<file path="src/rtl/mem_access.sv">
// Memory-access stage: runs one request/response transaction with the data
// memory for each LW/SW and stalls the core until the transaction completes.
//
// state | meaning
// IDLE  | nothing outstanding; non-memory ops pass Result straight through
// REQ   | DM_req held with stable address/data until DM_ready
// WAIT  | load accepted, waiting for DM_rvalid
// DONE  | Stall released for one cycle with the writeback value
module mem_access #(
    parameter int TIMEOUT = 255,
    parameter int CNT_W   = 8
) (
    input  logic        CLK,
    input  logic        RST,
    input  logic [31:0] Ins,
    input  logic [31:0] Result,
    input  logic [31:0] Rdata2,
    output logic        Stall,
    output logic [31:0] Wdata,
    output logic        DM_req,
    output logic        DM_we,
    output logic [31:0] DM_addr,
    output logic [31:0] DM_wdata,
    input  logic        DM_ready,
    input  logic        DM_rvalid,
    input  logic [31:0] DM_rdata,
    output logic        Err
);

    localparam logic [5:0]       OP_LW    = 6'h23;
    localparam logic [5:0]       OP_SW    = 6'h2B;
    localparam logic [CNT_W-1:0] CNT_LAST = CNT_W'(TIMEOUT - 1);

    typedef enum logic [1:0] {IDLE, REQ, WAIT, DONE} state_t;

    state_t           state, state_nxt;
    logic [CNT_W-1:0] cnt, cnt_nxt;
    logic [31:0]      ld_data, ld_data_nxt;
    logic             req_nxt, we_nxt, err_nxt;
    logic [31:0]      addr_nxt, wdata_nxt;
    logic [5:0]       opcode;
    logic             is_lw, is_sw, is_mem, timeout;
    logic             unused_ins;

    assign opcode     = Ins[31:26];
    assign is_lw      = (opcode == OP_LW);
    assign is_sw      = (opcode == OP_SW);
    assign is_mem     = is_lw | is_sw;
    assign timeout    = (cnt == CNT_LAST);
    assign unused_ins = ^Ins[25:0];

    always_ff @(posedge CLK) begin
        if (!RST) begin
            state    <= IDLE;
            cnt      <= '0;
            ld_data  <= '0;
            DM_req   <= 1'b0;
            DM_we    <= 1'b0;
            DM_addr  <= '0;
            DM_wdata <= '0;
            Err      <= 1'b0;
        end else begin
            state    <= state_nxt;
            cnt      <= cnt_nxt;
            ld_data  <= ld_data_nxt;
            DM_req   <= req_nxt;
            DM_we    <= we_nxt;
            DM_addr  <= addr_nxt;
            DM_wdata <= wdata_nxt;
            Err      <= err_nxt;
        end
    end

    always_comb begin
        state_nxt   = state;
        cnt_nxt     = cnt;
        ld_data_nxt = ld_data;
        req_nxt     = DM_req;
        we_nxt      = DM_we;
        addr_nxt    = DM_addr;
        wdata_nxt   = DM_wdata;
        err_nxt     = Err;
        Stall       = 1'b0;
        Wdata       = Result;

        case (state)
            IDLE: begin
                if (is_mem) begin
                    Stall = 1'b1;
                    if (Result[1:0] != 2'b00) begin
                        err_nxt     = 1'b1;
                        ld_data_nxt = '0;
                        state_nxt   = DONE;
                    end else begin
                        addr_nxt  = Result;
                        we_nxt    = is_sw;
                        wdata_nxt = Rdata2;
                        req_nxt   = 1'b1;
                        cnt_nxt   = '0;
                        state_nxt = REQ;
                    end
                end
            end
            REQ: begin
                Stall = 1'b1;
                // an accept on the timeout cycle still counts as a success
                if (DM_ready) begin
                    req_nxt   = 1'b0;
                    cnt_nxt   = '0;
                    state_nxt = DM_we ? DONE : WAIT;
                end else if (timeout) begin
                    req_nxt     = 1'b0;
                    err_nxt     = 1'b1;
                    ld_data_nxt = '0;
                    state_nxt   = DONE;
                end else begin
                    cnt_nxt = cnt + CNT_W'(1);
                end
            end
            WAIT: begin
                Stall = 1'b1;
                if (DM_rvalid) begin
                    ld_data_nxt = DM_rdata;
                    state_nxt   = DONE;
                end else if (timeout) begin
                    err_nxt     = 1'b1;
                    ld_data_nxt = '0;
                    state_nxt   = DONE;
                end else begin
                    cnt_nxt = cnt + CNT_W'(1);
                end
            end
            DONE: begin
                // Ins is still held by the core here, so it selects the source
                Wdata     = is_lw ? ld_data : Result;
                state_nxt = IDLE;
            end
            default: state_nxt = IDLE;
        endcase
    end

endmodule

</file>
<file path="config.mk">
export PLATFORM = sky130hd
export DESIGN_NAME = mem_access
export DESIGN_NICKNAME = d
export VERILOG_FILES = /design/src/rtl/mem_access.sv
export SDC_FILE = /design/constraint.sdc
export NUM_CORES = 1
export LEC_CHECK = 0
export CAP_MARGIN = 0
export CORE_UTILIZATION = 40
export CTS_CLUSTER_SIZE = 16
export DETAILED_ROUTE_END_ITERATION = 10
export PLACE_DENSITY = 0.8
export SLEW_MARGIN = 20
export SYNTH_ARGS = -nofsm -noshare
export SYNTH_HDL_FRONTEND = slang
export SYNTH_SLANG_ARGS = --single-unit
</file>
<file path="constraint.sdc">
create_clock -name CLK -period 2.6 [get_ports CLK]
set_clock_uncertainty 0.15 [all_clocks]
set_input_delay 0.26 -clock CLK [delete_from_list [all_inputs] [get_ports CLK]]
set_output_delay 0.26 -clock CLK [all_outputs]
set_load 0.01 [all_outputs]
</file>
Word-level counts from Yosys, hierarchy flattened
Index checks and enable logic that the tools add are counted.
- register bits: 109
- latch bits: 0
- bits in writable memories: 0
- memory bits (read-only): 0
- input bits: 132
- output and inout bits: 100
- word-level logic and storage cells: 67
- memories kept: 0
- add/subtract/negate cells: 1
- multipliers: 0
- div/mod/pow operators: 0
- order comparisons: 0
- eq/ne operators: 12
- shift operators: 0
- mux-type cells: 34
- bitwise operators: 2
- reduce and logical (&&, ||, !) cells: 10
- operator list (kind ; count):
    2-to-1 mux 32 bit ; 7
    case mux 32 bit (3 select lines) ; 1
    2-to-1 mux 8 bit ; 5
    case mux 8 bit (3 select lines) ; 1
    == test 6 bit, second input constant ; 2
    AND reduction 4 bit ; 3
    2-to-1 mux 1 bit ; 11
    2-to-1 mux 2 bit ; 5
    != test 2 bit, second input constant ; 5
    adder 8 x 1 -> 8 bit, second input constant ; 1
    == test 8 bit, second input constant ; 1
    case mux 2 bit (4 select lines) ; 1
    AND reduction 5 bit ; 1
    == test 2 bit, second input constant ; 2
    case mux 1 bit (2 select lines) ; 2
    nonzero test 2 bit ; 2
    != test 3 bit, second input constant ; 1
    case mux 1 bit (3 select lines) ; 1
    AND reduction 3 bit ; 1
    nonzero test 3 bit ; 1
    == test 2 x 1 -> 1 bit, second input constant ; 1
    logical NOT 2 bit ; 1
    OR reduction 2 bit ; 1
    NOT 1 bit ; 1
    bitwise OR 1 bit ; 1

Depth between registers and ports, before layout
- depth after elaboration: 4
- gate-level depth with buffers: 8
- depth with buffers taken out: 6

Worst setup path before layout
No wires, ideal clock.
- path kind: register to register
- from: reg cnt[0]
- to: reg ld_data[10]
- setup time: 0.117 ns
- arrival: 1.947 ns
- data required time: 2.333 ns
- setup slack: 0.385 ns
- stages on the path, launching flop included: 9
- path buffers: 2
- clock period less this slack: 2.215 ns
- cell sequence: dfxtp_1 -> inv_1 -> ha_1 -> nand2_1 -> or3_1 -> buf_6 -> a2111o_1 -> buf_6 -> a32o_1
- cells in the longest elaborated chain, start to end: 4
- elaborated cells between the ends (all ways): 5
- those cells by class: 1 x eq/ne; 4 x mux
- ends and longest elaborated chain (element ; RTL line ; source):
    from (decl) ; 37 ; logic [CNT_W-1:0] cnt, cnt_nxt;
    from (signal assigned) ; 64 ; cnt <= cnt_nxt;
    == test 8 bit (*) ; 49 ; assign timeout = (cnt == CNT_LAST);
    2-to-1 mux 32 bit (*) ; - ;
    2-to-1 mux 32 bit, on equally long branches ; - ;
    case mux 32 bit (3 select lines) (*) ; - ;
    to (signal assigned) ; 65 ; ld_data <= ld_data_nxt;
    to (decl) ; 38 ; logic [31:0] ld_data, ld_data_nxt;
Every way passes the cells marked *; elsewhere a longest branch is shown, timed or not. The select of a mux whose other input is x is not followed.
A chain may end at the register's enable or synchronous reset.

Final worst setup path
- from: in Ins[29]
- to: out Wdata[19]
- cells in the longest elaborated chain, start to end: 3
- ends and longest elaborated chain (element ; RTL line ; source):
    from (decl) ; 15 ; input logic [31:0] Ins,
    == test 6 bit ; 46 ; assign is_lw = (opcode == OP_LW);
    2-to-1 mux 32 bit ; 135 ; Wdata = is_lw ? ld_data : Result;
    2-to-1 mux 32 bit ; 86 ; case (state)
    to (decl) ; 19 ; output logic [31:0] Wdata,
Every way passes these cells.

==> flow_summary_export.csv <==
group,metric,value,unit
status,status,"complete, no violations",
floorplanning,die-area,0.0118,mm2
finish,n_fill_cell,919,
place,portBuffers,205,
power_and_ir_drop,leakagePower,2.56,nW
power_and_ir_drop,internal-power,0.00274,W
sta,setup_slack,0.0874,ns
clocking,ctsHoldBuffers,0,
logic_synthesis,synth.avg_cell_area,9.08,um2
critical_path,required,2.19,ns
finish,area_growth_syn_to_layout,58.3,%
power_and_ir_drop,p_seq_share,46.0,%
sta,finalMaxSlewViolations,0,
critical_path,reg2reg_depth,7,
place,place_hpwl,9.88,mm
floorplanning,pin_count,232,
logic_synthesis,netlist_top_cells_area,"dfxtp_1, nand2_1, mux2_2",
clocking,clkTransAtPathRegs,0.07,ns
power_and_ir_drop,pwr-share-clk,35.0,%
global_route,overflow,0,
finish,post-route-util,65.6,%
drt,wl_met1,5.67,mm
sta,setup_viol,0,
clocking,numCtsBuffers,9,
logic_synthesis,synth.distinct_cells,47,
critical_path,cp-start-kind,"input pin",
power_and_ir_drop,powerDensity,522,mW/mm2
floorplanning,core_area,0.0109,mm2
critical_path,r2r_slack,0.18,ns
logic_synthesis,ys.warnings.count,0,
logic_synthesis,synth-seq-cells,109,
worst_hold_path,holdCritStartpoint,"RST",
floorplanning,die_h,108,um
power_and_ir_drop,swShare,27.0,%
critical_path,rr_startpoint,"cnt[0]",
global_route,antenna_found_initial,0,
finish,antennaDiodeCount,0,
flow_run,drv_cap,0,
logic_synthesis,syn_nets,639,
floorplanning,die_x,108,um
finish,post-route-cell-area,0.00717,mm2
drt,dr_wl_met3,1.37,mm
sta,rsz0062_at_grt,"false",
logic_synthesis,async_flop_share,0,%
clocking,cts_sinks,109,
drt,firstDrtPassIters,6,
global_route,grt_start_max_net_pins,50,
critical_path,path_max_fanout,8,
logic_synthesis,synth_cells,499,
drt,vias_per_cell,5.36,
power_and_ir_drop,power,0.00375,W
sta,hold_viol_final,0,
critical_path,cp-end-kind,"output port",
logic_synthesis,synth_most_common_cell,"nand2_1",
logic_synthesis,synth-edff-count,0,
clocking,cts_buffer_depth,2,
drt,drt_wl_total,14.3,mm
drt,post_drt_wl_per_cell,16.8,um
floorplanning,rows,38,
drt,wl_met2,7.01,mm
place,post-place-cells,825,
drt,detail-route-antenna-nets,0,
drt,highest_layer,"met4",
logic_synthesis,synth_commonest_cells,"nand2_1, dfxtp_1, a21oi_1, a32o_1, mux2_2",
clocking,cts.htree.levels,3,
place,place.gp.congestion,0.834,
sta,period_minus_slack,2.51,ns
power_and_ir_drop,power_switching,0.00101,W
worst_hold_path,hold_depth,3,
worst_hold_path,whs_endpoint,"Err",
sta,tightest_slew,0.744,ns
logic_synthesis,synth_top_cell_area_share,48.2,%
clocking,cts_tree,"done",
drt,drc,0,
global_route,grtUsageTotal,24.0,%
clocking,clock_latency,0.34,ns
critical_path,r2r-end,"ld_data[25]",
drt,first_iter_violations,318,
finish,fin_nets,845,
sta,finalCritPeriodShare,96.6,%
drt,vias,4558,
sta,slew_headroom,50.0,%
sta,clock.fmax,398,MHz
place,place_ws,-0.252,ns
floorplanning,start_util,41.4,%
logic_synthesis,syn_area,0.00453,mm2
logic_synthesis,ys.flop_type,"dfxtp_1",
clocking,clock_tree.root_cell,"clkbuf_16",
place,place_area,0.00681,mm2
logic_synthesis,synth_top_area_cell,"dfxtp_1",
logic_synthesis,ys_seq_area_share,48.2,%
critical_path,setup.worst_path.class,"input pin to output port",
global_route,grt_pass1_vias,4583,
power_and_ir_drop,ir_drop,0.357,mV
finish,final_cells,850,
power_and_ir_drop,power_frac_comb,19.0,%
worst_hold_path,min_path_type,"input pin to flop",
critical_path,crit_arrival,2.10,ns
global_route,grt_first_pass_wirelength,21.8,mm
finish,drive_gt1_share,13.9,%
==> through the flow <==
step                TNS [ns]  hold slack, ns
floorplan                  0           0.236
global placement       -7.20           0.292
detailed placement     -8.42           0.296
CTS                        0          0.0495
global route               0          0.0614
finish                     0          0.0583
==> critical path, stage by stage <==
cell and delay, ns:
clkdlybuf4s50_1 0.49, nor4b_4 0.33, buf_4 0.18, bufbuf_16 0.28, mux2_2 0.34, clkdlybuf4s15_2 0.23
==> area by class of cell <==
| type | count | area, um2 | area share [%] |
|---|---|---|---|
| Timing Repair Buffer | 232 | 2320 | 32.4 |
| Sequential cell | 109 | 2190 | 30.5 |
| Multi-Input combinational cell | 346 | 2170 | 30.3 |
| Clock buffer | 10 | 239 | 3.33 |
| Tap cell | 140 | 175 | 2.44 |
| Clock inverter | 6 | 47.5 | 0.663 |
| Inverter | 7 | 26.3 | 0.366 |
==> per-layer routing <==
metal	vias up	GRT usage, %
met3	24	6.03
met5	-	0
met2	244	42.7
li1	2181	-
met4	0	9.07
met1	2109	27.5
==> sequential cells by signal (all words and copies together) (netlist names) <==
register  count
DM_we         1
DM_wdata     32
Err           1
DM_req        1
state         2
DM_addr      32
cnt           8
ld_data      32
==> how the worst max path moves through the flow <==
stage,cells past startpoint,start,end,slack (ns)
after global routing,6,state[0],Wdata[4],0.00006
after detailed placement,6,Ins[26],Wdata[29],-0.25
after global placement,6,Ins[28],Wdata[29],-0.25
after CTS,7,state[0],Wdata[3],0.04
final,6,Ins[29],Wdata[19],0.09
after floorplan,8,cnt[0],ld_data[10],0.39
==> logic make-up (layout without fill, tap and decap cells) <==
kind of cell,after synthesis,count (layout),synth area share [%]
flip-flops,109,109,48.2
multiplexers,33,33,8.17
buffers and inverters,44,255,4.47
AO/OA/AOI/OAI,133,133,20.3
AND/OR/NAND/NOR,172,172,16.7
adder cells (fa/ha/maj),8,8,2.21
==> timing repair <==
action                                  in CTS  in global routing
pin swaps                                    2                  0
cloned                                       2                  0
endpoints found under the setup margin      32                 31
gates resized for setup                     70                  4
buffers inserted                             6                  1
==> cells in the final DEF, fill, tap and decap left out, drive strengths merged, types with 11 or more instances in the layout <==
cell type	count
a21oi	65
a32o	32
buf	30
clkbuf	11
clkdlybuf4s15	13
clkdlybuf4s50	167
dfxtp	109
dlygate4sd2	20
mux2	32
nand2	136
==> power by group through the flow <==
stage          clock network (W)  logic, W  registers, W
2_1_floorplan                  0  0.000343       0.00176
3_3_place_gp                   0  0.000702       0.00176
3_5_place_dp                   0  0.000714       0.00176
4_1_cts                  0.00134  0.000697       0.00172
5_1_grt                  0.00140  0.000768       0.00172
6_report                 0.00131  0.000712       0.00172
(Power assumes the default switching activity.)
